===== src/rtl/store_align_queue.sv =====
// Store alignment queue.
// Accepts SB/SH/SW requests from the MEM stage, rejects misaligned or
// reserved-type stores with a one-cycle fault pulse, replicates store data
// into byte lanes with a matching write strobe, and buffers aligned stores
// in a small FIFO that drains to the data-memory write port over valid/ready.
module store_align_queue #(
    parameter int DEPTH = 2,
    parameter int CNT_W = 16
) (
    input  logic             clk,
    input  logic             rst,
    input  logic             req_valid,
    output logic             req_ready,
    input  logic [31:0]      req_addr,
    input  logic [1:0]       req_type,
    input  logic [31:0]      req_data,
    output logic             mem_valid,
    input  logic             mem_ready,
    output logic [31:0]      mem_addr,
    output logic [31:0]      mem_wdata,
    output logic [3:0]       mem_wstrb,
    output logic             misalign,
    output logic [31:0]      misalign_addr,
    output logic             busy,
    output logic [CNT_W-1:0] store_cnt
);

    localparam int PTR_W  = $clog2(DEPTH);
    localparam int CNT_QW = PTR_W + 1;
    localparam logic [CNT_QW-1:0] DEPTH_C = CNT_QW'(DEPTH);

    // A store faults when its address is not naturally aligned for its size,
    // or when the size encoding is the reserved value.
    function automatic logic store_fault(input logic [1:0] typ, input logic [1:0] lo);
        logic f;
        case (typ)
            2'b00:   f = 1'b0;
            2'b01:   f = lo[0];
            2'b10:   f = (lo != 2'b00);
            default: f = 1'b1;
        endcase
        return f;
    endfunction

    // Replicate the right-justified store data across every lane it could land in.
    function automatic logic [31:0] lane_wdata(input logic [1:0] typ, input logic [31:0] data);
        logic [31:0] w;
        case (typ)
            2'b00:   w = {4{data[7:0]}};
            2'b01:   w = {2{data[15:0]}};
            default: w = data;
        endcase
        return w;
    endfunction

    // Byte enables selecting the lanes actually written.
    function automatic logic [3:0] lane_wstrb(input logic [1:0] typ, input logic [1:0] lo);
        logic [3:0] s;
        case (typ)
            2'b00:   s = 4'b0001 << lo;
            2'b01:   s = lo[1] ? 4'b1100 : 4'b0011;
            default: s = 4'b1111;
        endcase
        return s;
    endfunction

    // Queue storage
    logic [31:0]       addr_q [DEPTH];
    logic [31:0]       data_q [DEPTH];
    logic [3:0]        strb_q [DEPTH];

    // Control state and next-state
    logic [PTR_W-1:0]  head_q, head_d;
    logic [PTR_W-1:0]  tail_q, tail_d;
    logic [CNT_QW-1:0] count_q, count_d;
    logic [CNT_W-1:0]  store_cnt_q, store_cnt_d;
    logic              misalign_q, misalign_d;
    logic [31:0]       misalign_addr_q, misalign_addr_d;

    // Request-side decode
    logic              accept_s;
    logic              fault_s;
    logic              push_s;
    logic              pop_s;
    logic              not_empty_s;
    logic [31:0]       entry_addr_s;
    logic [31:0]       entry_data_s;
    logic [3:0]        entry_strb_s;

    // Decode the handshakes and compute the next control state.
    always_comb begin
        not_empty_s     = (count_q != {CNT_QW{1'b0}});
        accept_s        = req_valid && (count_q < DEPTH_C);
        fault_s         = store_fault(req_type, req_addr[1:0]);
        push_s          = accept_s && !fault_s;
        pop_s           = not_empty_s && mem_ready;
        entry_addr_s    = {req_addr[31:2], 2'b00};
        entry_data_s    = lane_wdata(req_type, req_data);
        entry_strb_s    = lane_wstrb(req_type, req_addr[1:0]);

        head_d          = head_q;
        tail_d          = tail_q;
        count_d         = count_q;
        store_cnt_d     = store_cnt_q;
        misalign_d      = accept_s && fault_s;
        misalign_addr_d = misalign_addr_q;

        if (push_s) begin
            tail_d = tail_q + PTR_W'(1);
        end else begin
            tail_d = tail_q;
        end

        if (pop_s) begin
            head_d      = head_q + PTR_W'(1);
            store_cnt_d = store_cnt_q + CNT_W'(1);
        end else begin
            head_d      = head_q;
            store_cnt_d = store_cnt_q;
        end

        case ({push_s, pop_s})
            2'b10:   count_d = count_q + CNT_QW'(1);
            2'b01:   count_d = count_q - CNT_QW'(1);
            default: count_d = count_q;
        endcase

        if (accept_s && fault_s) begin
            misalign_addr_d = req_addr;
        end else begin
            misalign_addr_d = misalign_addr_q;
        end
    end

    // Control registers; reset discards queued stores and any pending fault pulse.
    always_ff @(posedge clk) begin
        if (rst) begin
            head_q          <= '0;
            tail_q          <= '0;
            count_q         <= '0;
            store_cnt_q     <= '0;
            misalign_q      <= 1'b0;
            misalign_addr_q <= 32'h0000_0000;
        end else begin
            head_q          <= head_d;
            tail_q          <= tail_d;
            count_q         <= count_d;
            store_cnt_q     <= store_cnt_d;
            misalign_q      <= misalign_d;
            misalign_addr_q <= misalign_addr_d;
        end
    end

    // Entry storage; the tail never aliases a live head, so a stalled head beat stays stable.
    always_ff @(posedge clk) begin
        if (rst) begin
            for (int i = 0; i < DEPTH; i++) begin
                addr_q[i] <= 32'h0000_0000;
                data_q[i] <= 32'h0000_0000;
                strb_q[i] <= 4'b0000;
            end
        end else if (push_s) begin
            addr_q[tail_q] <= entry_addr_s;
            data_q[tail_q] <= entry_data_s;
            strb_q[tail_q] <= entry_strb_s;
        end
    end

    assign req_ready     = (count_q < DEPTH_C);
    assign mem_valid     = not_empty_s;
    assign busy          = not_empty_s;
    assign mem_addr      = addr_q[head_q];
    assign mem_wdata     = data_q[head_q];
    assign mem_wstrb     = strb_q[head_q];
    assign misalign      = misalign_q;
    assign misalign_addr = misalign_addr_q;
    assign store_cnt     = store_cnt_q;

endmodule


===== config.mk =====
export PLATFORM = sky130hd
export DESIGN_NAME = store_align_queue
export DESIGN_NICKNAME = d
export VERILOG_FILES = /design/src/rtl/store_align_queue.sv
export SDC_FILE = /design/constraint.sdc
export NUM_CORES = 1
export LEC_CHECK = 0
export ABC_AREA = 1
export BUFFER_PORTS_ARGS = -buffer_cell sky130_fd_sc_hd__clkbuf_2
export CAP_MARGIN = 20
export CORE_MARGIN = 1
export CORE_UTILIZATION = 58
export CTS_CLUSTER_SIZE = 14
export DETAILED_ROUTE_END_ITERATION = 6
export PLACE_DENSITY = 0.93
export SLEW_MARGIN = 30
export SYNTH_ARGS = -nofsm -noshare
export SYNTH_HDL_FRONTEND = slang
export SYNTH_SLANG_ARGS = --single-unit

===== constraint.sdc =====
create_clock -name clk -period 7.1 [get_ports clk]
set_input_delay 1.775 -clock clk [delete_from_list [all_inputs] [get_ports clk]]
set_output_delay 1.775 -clock clk [all_outputs]
set_load 0.05 [all_outputs]

# Yosys cells after proc, flatten, opt, wreduce, memory -nomap -nowiden
# Memories as Yosys holds them, arrays and structs flattened. A register that Yosys moved wholly into a read port is not among the register bits.
# Cells that the tools add are included.
# totals
regBits,53
latch_bits,0
ramBits,132
rom_bits,0
input_bits,70
output_inout_bits,120
elab_cells,57
n_memories,3
# mem_list
memory,words,word_bits,read_ports,rd_clocked_by_memory_dff,write_ports,line_no,rtl
data_q,2,32,1,1,2,69,logic [31:0] data_q [DEPTH];
addr_q,2,30,1,1,2,68,logic [31:0] addr_q [DEPTH];
strb_q,2,4,1,1,2,70,logic [3:0] strb_q [DEPTH];
# classes
addsub,5
multipliers,0
div,0
n_lt_le_gt_ge,1
n_eq_ne,4
shift,1
n_mux,25
bitwise_logic,0
reduce_logical,12
# ops
operator,count
$pmux 32 s2,1
$mux 32,1
$reduce_or 32->1,1
$mux 30,1
$reduce_or 30->1,1
$mux 1,17
$add 16x1->16 const B,1
$mux 4,2
$pmux 4 s2,1
$reduce_bool 2->1,3
$eq 2x1->1 const B,2
$eq 2x2->1 const B,2
$logic_and 1x1->1,4
$pmux 2 s2,1
$reduce_or 4->1,1
$shl 1x2->4 const A,1
$pmux 1 s3,1
$add 1x1->1 const B,2
$add 2x1->2 const B,1
$logic_not 2->1,1
$lt 2x2->1 const B,1
$sub 2x1->2 const B,1
$logic_not 1->1,1

# Depth between registers and ports, before layout
# Gate-level depths: netlist of the first run.
# depth
ltp_word,9
depth_mapped,11
depth_no_buf,10

# Worst setup path before layout of the first run
# No wires, ideal clock.
# synth_timing
path_kind,input port to flip-flop
from,in req_type[1]
to,mem addr_q[0][0] in the netlist's numbering (enable)
setup_time_ns,0.426
arrival_time_ns,4.096
required_time_ns,6.674
slack_ns,2.579
cell_stages,8
path_buffers,3
cell_sequence,buf_6 -> nor2_8 -> o21ai_4 -> inv_2 -> nand4_1 -> buf_4 -> buf_4 -> nand2_1
# synth_lines
item,line_no,rtl
start: declaration,15,"input logic [1:0] req_type,"
end: declaration,68,

==> results of run 1 <==
## logic make-up after synthesis
kind of cell	Yosys count
AO/OA/AOI/OAI	83
XOR/XNOR	1
adder cells (fa/ha/maj)	2
buffers and inverters	121
flip-flops	186
multiplexers	66
other	1
AND/OR/NAND/NOR	309
## area by class of cell
| type | instances | share of cell area (%) |
|---|---|---|
| clock buffer | 17 | 4.42 |
| timing repair buffer | 191 | 10.0 |
| multi-input combinational | 463 | 26.2 |
| clock inverter | 15 | 1.53 |
| tap | 176 | 2.29 |
| inverter | 79 | 3.08 |
| sequential | 186 | 52.5 |
## sequential cells by signal, summed over array words and instances (netlist names), named ones only
register	flops
store_cnt	16
misalign	1
misalign_addr	32
addr_q	60
head_q	1
tail_q	1
count_q	2
strb_q	8
data_q	64
## per-stage QoR
step | area [sq um] | total power, mW | setup slack [ns]
floorplan | 8070 | 1.71 | 2.58
global placement | 9050 | 1.83 | 2.51
detailed placement | 9050 | 1.84 | 2.44
CTS | 9620 | 2.75 | 2.88
global route | 9620 | 2.83 | 2.62
finish | 9620 | 2.74 | 2.79
## metal layers
layer / vias to the layer above / wire length (microns)
met2: 339 / 9260
li1: 2914 / -
met5: - / 0
met1: 2962 / 7280
met4: 0 / 462
met3: 44 / 1540
## worst max-delay path, delay by kind of cell
family,cells,cell delay (ns)
AND/OR/NAND/NOR,2,0.60
buffers and inverters,3,2.03
## Yosys cell counts, drive strengths merged
cell type,instances
buf,29
xor2,1
mux2,66
conb,1
clkbuf,13
nor2,171
edfxtp,132
nor4,1
nand4,5
nand2,87
o21ai,21
dfxtp,54
inv,78
a21oi,54
o21bai,1
clkinv,1
ha,2
nor3,2
a221oi,7
nand3,43
## how the worst max path moves through the flow
stage	from	to	cells after the start
floorplan	req_type[1]	addr_q[0][0]$_SDFFCE_PN0P_	8
global placement	rst	data_q[0][29]$_SDFFCE_PN0P_	5
detailed placement	rst	data_q[0][27]$_SDFFCE_PN0P_	5
CTS	rst	data_q[0][25]$_SDFFCE_PN0P_	5
global route	rst	data_q[0][25]$_SDFFCE_PN0P_	5
finish	rst	data_q[0][25]$_SDFFCE_PN0P_	5
## power by group
part	total [mW]	switching, mW	internal [mW]
clock	0.920	0.402	0.518
sequential	1.27	0.0456	1.23
combinational	0.551	0.410	0.142
==> results.md, run 1 <==
- The flow ran to the end, and the final reports show no timing, DRC or antenna violations.
- For the final database, setup skew stands at approximately 0.0092 ns.
- The fraction of met2 tracks used by global routing is between 40% and 50%.
- The detail-routed net length per standard cell is roughly 16 microns.
- The number of synthesized register bits is 186.
- The number of nets with antenna violations after routing is 0.
- The initial cell density of the core is between 60 and 70%.
- The number of placed cells counting well taps is 1095.
- The final cycle utilization of the critical path is between 60% and 70%.
- The TritonCTS clock tree is built.
- The class of the worst hold path is flip-flop to flip-flop.
- The number of global-route vias before repair was a little under 6000.
- Counting along the longest clock path gives a buffer depth of 2.
- The global placer's final weighted congestion is around 0.89.
- Along the worst hold path, the cell count comes to 1.
- The synthesized netlist devotes less than 1% of its cell area to XOR and XNOR gates.
- In the routed design, unresolved DRC markers number 0.
- The number of warning messages in the yosys log is 0.
- The first-pass GRT wire length is about 29 mm.
- The cell type with the highest aggregate area in the netlist is sky130_fd_sc_hd__edfxtp_1.
- The library cells used most frequently in the layout, excluding fill and tap cells, are 187 x sky130_fd_sc_hd__clkbuf_2, 169 x sky130_fd_sc_hd__nor2_1, 132 x sky130_fd_sc_hd__edfxtp_1.
- The minimum hold slack is approximately 0.44 ns.
- The total global routing track utilization is a little over a quarter.
- The HPWL after detailed placement is around 12 mm.
- By area, the combinational part of the netlist is dominated by simple AND/OR/NAND/NOR gates.
- The area of the core is about 13000 sq um.
- The signal on the critical path passes through clkbuf_2, clkinv_1, nand4_1, buf_4, nor2_1.
- The source of the worst hold timing path is head_q$_SDFFE_PP0P_.
- For this run the aggregate overflow at the end of global routing stands at 0.
- The repair_antennas step left the layout with diodes totalling 0.
- The area fraction of the dominant cell type after synthesis is about 50%.
- Yosys attributes the largest share of cell area to sky130_fd_sc_hd__edfxtp_1 49%, sky130_fd_sc_hd__dfxtp_1 13%, sky130_fd_sc_hd__mux2_2 9.2%.
- The worst-case headroom to the max-slew limit is 36.6%.
- Global routing consumed, on the met3 layer, around 6.4% of the routing resources.
- The die covers between 10000 and 15000 sq um.
- In this run the static leakage power is 4.28 nW.
- Across all layers, the routed design uses roughly 6300 vias.
- The minimum setup slack among reg-to-reg paths is around 4.6 ns.
- The startpoint type of the worst setup path is an input port.
- The number of failing hold endpoints at the final stage is 0.
- The total number of nets in the final design is 1010.
- The final cell count without fillers is 1127.
- The share of layout cells above drive strength 1 is between 30% and 40%.
- Max-cap violations in this run came to 0.
- During placement, the flow inserted port buffers numbering about 190.
- The nature of the critical path endpoint is a flip-flop.
- The final core utilization is a little under three quarters.
- The largest fanout of any net on the critical path is 67.
- The number of gates resized after CTS is 0.
- The layer flagged by global routing as most heavily used is met2.
- The startpoint of the worst register-to-register path is count_q[1]$_SDFFE_PP0P_.
- The largest net degree at the start of global routing is 68.
- In this run, CTS created clock tree buffers numbering 17.
- Global routing consumed, on the met1 layer, approximately a third of the routing resources.
- The synthesized netlist devotes roughly 5.7% of its cell area to compound gates.
- Setup repair after global routing left no endpoint under its margin.
- The terminus of the critical flop-to-flop path is addr_q[1][28]$_SDFFCE_PN0P_.
- The number of setup buffers added after CTS is 0.
- Clock tree synthesis found a total of 186 sinks.
- At the pin with the least slew margin, the transition time is 0.951 ns.
- For this design, the slowest cell found on the critical path is sky130_fd_sc_hd__clkinv_1.
- The post-synthesis average cell area is 10.5 sq um.
- The number of filler instances in the final layout is between 900 and 1000.
- The chip height is approximately 120 microns.
- Summing all flip-flop and latch instances after layout gives ~5000 sq um.
- For the worst setup path, the data required time is just over 7 ns.
- Setup violations remaining at the end of the flow were counted as 0.
- Sequential elements use 62.5% of the synthesized area.
- Summing the areas of all fa, ha and maj instances in the mapped netlist gives 0.310% of the synthesized area.
- The number of cells produced by synthesis is ~770.
- The count of TritonRoute iterations in the first routing pass is 6.
- The number of top-level pins is 190.
- In this design, the stage delay of the slowest critical-path cell is just under 0.8 ns.
- In this run the power density over the cells is ~290 nW/um^2.
- Timing would allow up to between 200 and 250 MHz.
- The initial antenna violation count came to 0.
- For the worst-skew pair, the clock arrives at the later sink with an insertion delay of ~0.44 ns.
- The post-synthesis to final-layout area growth is 19.2%.
- Counting I/O delays and the setup requirement, the final critical path takes between 4 and 5 ns.
- In this run the core area contains 42 standard-cell rows.
- The combined area of all synthesized cells is just over 8000 sq um.
- The DRC violation total after the first TritonRoute iteration is about 650.
- The most common library cell in the layout ignoring fill and taps is sky130_fd_sc_hd__clkbuf_2.
- The arrival time of data at the critical path endpoint is about 4.5 ns.
- For the worst flop-to-flop path, the logic depth is 4.
- The multi-input logic area is about 2500 sq um.
- The number of buffers inserted for hold repair after clock tree synthesis is 0.
- The post-synthesis mux area share is 9.21%.
- The die is around 120 microns wide.
- The number of distinct library cells after synthesis is 27.
- The worst-case IR drop observed on VDD is a little under 0.0002 V.
- The tree is rooted in a sky130_fd_sc_hd__clkbuf_16.
- The H-tree depth is 4.
- The summed negative setup slack over all endpoints is 0 ns.
- Of the total synthesized cell area, the portion taken by AND, OR, NAND and NOR gates is between 10% and 20%.
- In the routed layout, each cell is associated on average with a via count of roughly 5.6.
- The clock-pin transition on the worst setup and hold timing paths is approximately 0.060 ns.
- The worst setup path category is input port to flip-flop.
- The final-report max-slew violation count is 0.
- The routed design has about 19 mm of wire.
Note: power is estimated with default switching activity, not from simulation.
==> run 2, diff against run 1 <==
ABC_AREA = 0   (was 1)
CORE_UTILIZATION = 54   (was 58)
PLACE_DENSITY = 0.88   (was 0.93)
clock period = 4.2 ns   (was 7.1 ns; I/O delays follow)
==> run 2 against run 1 <==
Against the previous run: sequential share of layout area down 0.16 points; clock power up 67%; non-clock buffer count up 3; sequential cell count unchanged; critical path type is now flip-flop to output pin.
==> results.md, run 2 <==
- Run status: completed (unchanged).
- The area of the core came to 14500 sq um (was 13400 sq um).
- The number of gates resized after CTS is 0 (unchanged).
- The count of flip-flops with a built-in enable after synthesis is 132 (unchanged).
- The initial cell density of the core was 55.2% (was 60.2%).
- The number of design rule violations left after detail routing is 0 (unchanged).
- The number of stages on the worst setup path is 2 (was 5).
- The chip height is 124 microns (was 120 microns).
- The clock tree skew after final layout is 0.00862 ns (was 0.00916 ns).
- The worst-case headroom to the max-slew limit is 35.4% (was 36.6%).
- The nature of the critical path endpoint is an output pin (was flip-flop).
- The area fraction of the dominant cell type after synthesis was 49.6% (was 49.1%).
- The post-synthesis average cell area is 12.0 sq um (was 10.5 sq um).
- The leading cell type by number of instances after synthesis is sky130_fd_sc_hd__edfxtp_1 (was sky130_fd_sc_hd__nor2_1).
- The summed negative setup slack over all endpoints is 0 ns (unchanged).
- The minimum hold slack came to 0.456 ns (was 0.439 ns).
- The slowest library cell on the worst path is sky130_fd_sc_hd__dfxtp_4 (was sky130_fd_sc_hd__clkinv_1).
- The register with the most flip-flops was data_q (unchanged).
- The number of flip-flops in the largest register is 64 (unchanged).
- The wire length reported by the detailed router is 17.8 mm (was 18.5 mm).
- The final-report max-slew violation count is 0 (unchanged).
- The number of nets with antenna violations after routing is 0 (unchanged).
- The initial antenna violation count is 1 (was 0).
- The worst hold path cell count is 2 (was 1).
- The total of endpoints with negative setup slack in the final report is 0 (unchanged).
- The combined area of all synthesized cells is 8000 sq um (was 8070 sq um).
- The number of buffers created by CTS is 17 (unchanged).
- The worst setup path category is flip-flop to output pin (was input port to flip-flop).
- The worst path uses between 70% and 80% of the clock period.
- The largest fanout of any net on the critical path is 66 (was 67).
- The TritonCTS clock tree is built (unchanged).
- The standby leakage power is 4.02 nW (was 4.28 nW).
- The flip-flop cell with the highest count after synthesis is sky130_fd_sc_hd__edfxtp_1 (unchanged).
- The worst path required time is 3.15 ns (was 7.24 ns).
- The global placer's final weighted congestion is 0.787 (was 0.886).
- The total number of nets in the final design came to 907 (was 1010).
- The number of failing hold endpoints at the final stage was 0 (unchanged).
- The count of TritonRoute iterations in the first routing pass came to 5 (was 6).
- The number of top-level pins is 190 (unchanged).
- Commonest cells post-synth: 132 x sky130_fd_sc_hd__edfxtp_1, 88 x sky130_fd_sc_hd__nor2_1, 76 x sky130_fd_sc_hd__and2_1, 70 x sky130_fd_sc_hd__nand2_1, 66 x sky130_fd_sc_hd__mux2_2 (was 170 x sky130_fd_sc_hd__nor2_1, 132 x sky130_fd_sc_hd__edfxtp_1, 87 x sky130_fd_sc_hd__nand2_1, 77 x sky130_fd_sc_hd__inv_1, 66 x sky130_fd_sc_hd__mux2_2).
- The class of the worst hold path is flip-flop to flip-flop (unchanged).
- The width of the die came to 124 microns (was 120 microns).
- The via count is 5543 (was 6259).
- The part of the Yosys area used for sequential elements is 63.1% (was 62.5%).
- The number of cells produced by synthesis is 665 (was 769).
- The total global routing track utilization came to 23.9% (was 26.5%).
- The number of sinks driven by the clock tree is 186 (unchanged).
- The worst path in the final design needs a cycle of ~3.2 ns, including I/O delays and setup.
- The number of placement rows is 44 (was 42).
- The count of maximum capacitance violations is 0 (unchanged).
- Ordered cell list for the critical path: mux2_2, clkbuf_2 (was clkbuf_2, clkinv_1, nand4_1, buf_4, nor2_1).
- The post-synthesis to final-layout area growth is 20.7% (was 19.2%).
- The first-pass GRT wire length is 27.0 mm (was 28.9 mm).
- The number of synthesized register bits is 186 (unchanged).
- The clock-pin transition on the worst setup and hold timing paths came to 0.06 ns (about the same).
- The clock latency on the worst-skew pair is 0.42 ns (was 0.44 ns).
- The achievable clock frequency is 316 MHz.
- The most common library cell in the layout ignoring fill and taps is sky130_fd_sc_hd__clkbuf_2 (unchanged).
- The number of distinct library cells after synthesis is 43 (was 27).
- The delay of the slowest cell on the worst path is 0.94 ns (was 0.77 ns).
- The largest net degree at the start of global routing came to 67 (was 68).
- The die area was 15300 sq um (was 14400 sq um).
- The cell type with the highest aggregate area in the netlist is sky130_fd_sc_hd__edfxtp_1 (unchanged).
- Setup repair after global routing missed its margin: no (unchanged).
- The worst ir drop on vdd is 0.000388 V (was 0.000192 V).
- Commonest non-fill, non-tap cells in the layout: 187 x sky130_fd_sc_hd__clkbuf_2, 132 x sky130_fd_sc_hd__edfxtp_1, 87 x sky130_fd_sc_hd__nor2_1 (was 187 x sky130_fd_sc_hd__clkbuf_2, 169 x sky130_fd_sc_hd__nor2_1, 132 x sky130_fd_sc_hd__edfxtp_1).
- The number of buffers on the longest clock path is 2 (unchanged).
- The arrival time of data at the critical path endpoint was 2.11 ns (was 4.45 ns).
- The number of warning messages in the yosys log is 0 (unchanged).
- The half-perimeter wire length of the detailed placement result is 11.5 mm (was 12.0 mm).
- The total global routing overflow was 0 (unchanged).
- The post-CTS setup buffer count is 0 (unchanged).
- The startpoint type of the worst setup path was a flip-flop (was input port).
- The kind of cell adding the most delay to the critical path was flip-flops (was buffers and inverters).
- The DRC violation total after the first TritonRoute iteration came to 423 (was 651).
- The number of global-route vias before repair came to 5378 (was 5875).
- The proportion of synthesized flip-flops having asynchronous set or reset is 0% (unchanged).
- The worst-margin pin slew came to 0.965 ns (was 0.951 ns).
- The share of layout cells above drive strength 1 is 36.1% (was 31.2%).
- The worst reg2reg path depth came to 6 (was 4).
- The H-tree depth is 4 (unchanged).
- The buffer type at the clock tree root is sky130_fd_sc_hd__clkbuf_16 (unchanged).
- The mean number of vias per cell was 5.37 (was 5.55).
- The power per cell area is 550 nW/um^2 (was 285 nW/um^2).
- Area contributors post-synth: sky130_fd_sc_hd__edfxtp_1 50%, sky130_fd_sc_hd__dfxtp_1 14%, sky130_fd_sc_hd__mux2_2 9.3% (was sky130_fd_sc_hd__edfxtp_1 49%, sky130_fd_sc_hd__dfxtp_1 13%, sky130_fd_sc_hd__mux2_2 9.2%).
- The detail-routed net length per standard cell is 17.2 microns (was 16.5 microns).
- The number of buffers inserted for hold repair after clock tree synthesis is 0 (unchanged).
- The count of buffers inserted at the top-level ports is 187 (unchanged).
- The number of buffers and inverters on the critical path is 1 (was 3).
## run 2: cell count changes after synthesis, moves of 5 or more
cell	delta
sky130_fd_sc_hd__a21oi_1	-8
sky130_fd_sc_hd__a221oi_1	-7
sky130_fd_sc_hd__and2_1	+76
sky130_fd_sc_hd__buf_1	+5
sky130_fd_sc_hd__buf_2	-9
sky130_fd_sc_hd__clkbuf_1	+12
sky130_fd_sc_hd__inv_1	-72
sky130_fd_sc_hd__mux2i_1	+25
sky130_fd_sc_hd__nand2_1	-17
sky130_fd_sc_hd__nand3_1	-42
sky130_fd_sc_hd__nor2_1	-82
sky130_fd_sc_hd__o21ai_0	-16
sky130_fd_sc_hd__xnor2_1	+11
## run 2: path summary, 6_finish.rpt
kind,slack (ns),end,startpoint
worst max register to register,2.05,addr_q[1][20]$_SDFFCE_PN0P_,count_q[1]$_SDFFE_PP0P_
worst min-delay path,0.46,misalign_addr[27]$_SDFFE_PP0P_,misalign_addr[27]$_SDFFE_PP0P_
worst max-delay path,1.04,mem_wstrb[3],flip-flop
worst min register to register,0.46,misalign_addr[27]$_SDFFE_PP0P_,misalign_addr[27]$_SDFFE_PP0P_
## run 2: stage by stage
stage / power, mW / setup slack, ns / cell area (sq um) / instances / util [%]
after floorplan: 3.45 / 0.501 / 8000 / 666 / -
after global placement: 3.79 / 0.992 / 9070 / 1000 / 62.6
after detailed placement: 3.81 / 0.912 / 9070 / 1000 / 62.6
after CTS: 5.34 / 1.02 / 9650 / 1032 / 66.7
after global routing: 5.50 / 0.958 / 9650 / 1032 / 66.7
final: 5.31 / 1.04 / 9650 / 1033 / 66.7
## run 2: kinds of logic (layout without fill, tap and decap cells)
kind of cell	count (synthesis)	in the layout	share of synthesized area (%)
AOI/OAI and AO/OA	57	57	3.93
xor gates and xnor gates	15	15	1.64
adders and majority gates	2	2	0.313
buffers and inverters	50	232	2.77
DFF	186	186	63.1
muxes	92	92	12.6
other	1	3	0.0469
and+or+nand+nor	262	262	15.6
## run 2: final cells by class
| type | count | area, sq um |
|---|---|---|
| clock buffers | 24 | 528 |
| flip-flops and latches | 186 | 5050 |
| well taps | 184 | 230 |
| fillers | 1078 | 4830 |
| multi-input cells | 430 | 2770 |
| diodes | 1 | 2.50 |
| repair buffers | 194 | 1000 |
| clock inverters | 8 | 55.1 |
| inverters | 6 | 22.5 |
## run 2: metal layers
layer	global-route usage (%)	vias to the layer above	share of wire, %
met5	0	-	0
met4	9.71	0	1.8
met1	29.7	2677	42
li1	-	2636	-
met2	39.7	206	49
met3	6.27	24	7.2
## run 2: worst min-delay path: stages, from the launching register on
cell	delay, ns
sky130_fd_sc_hd__dfxtp_1	0.31
sky130_fd_sc_hd__nand2_1	0.05
sky130_fd_sc_hd__a21oi_1	0.05
## run 2: report_power, final
group          leakage (nW)  switching, mW  internal [mW]
Sequential             1.82          0.145           2.13
Clock                 0.291          0.654          0.884
Combinational          1.91           1.08          0.417
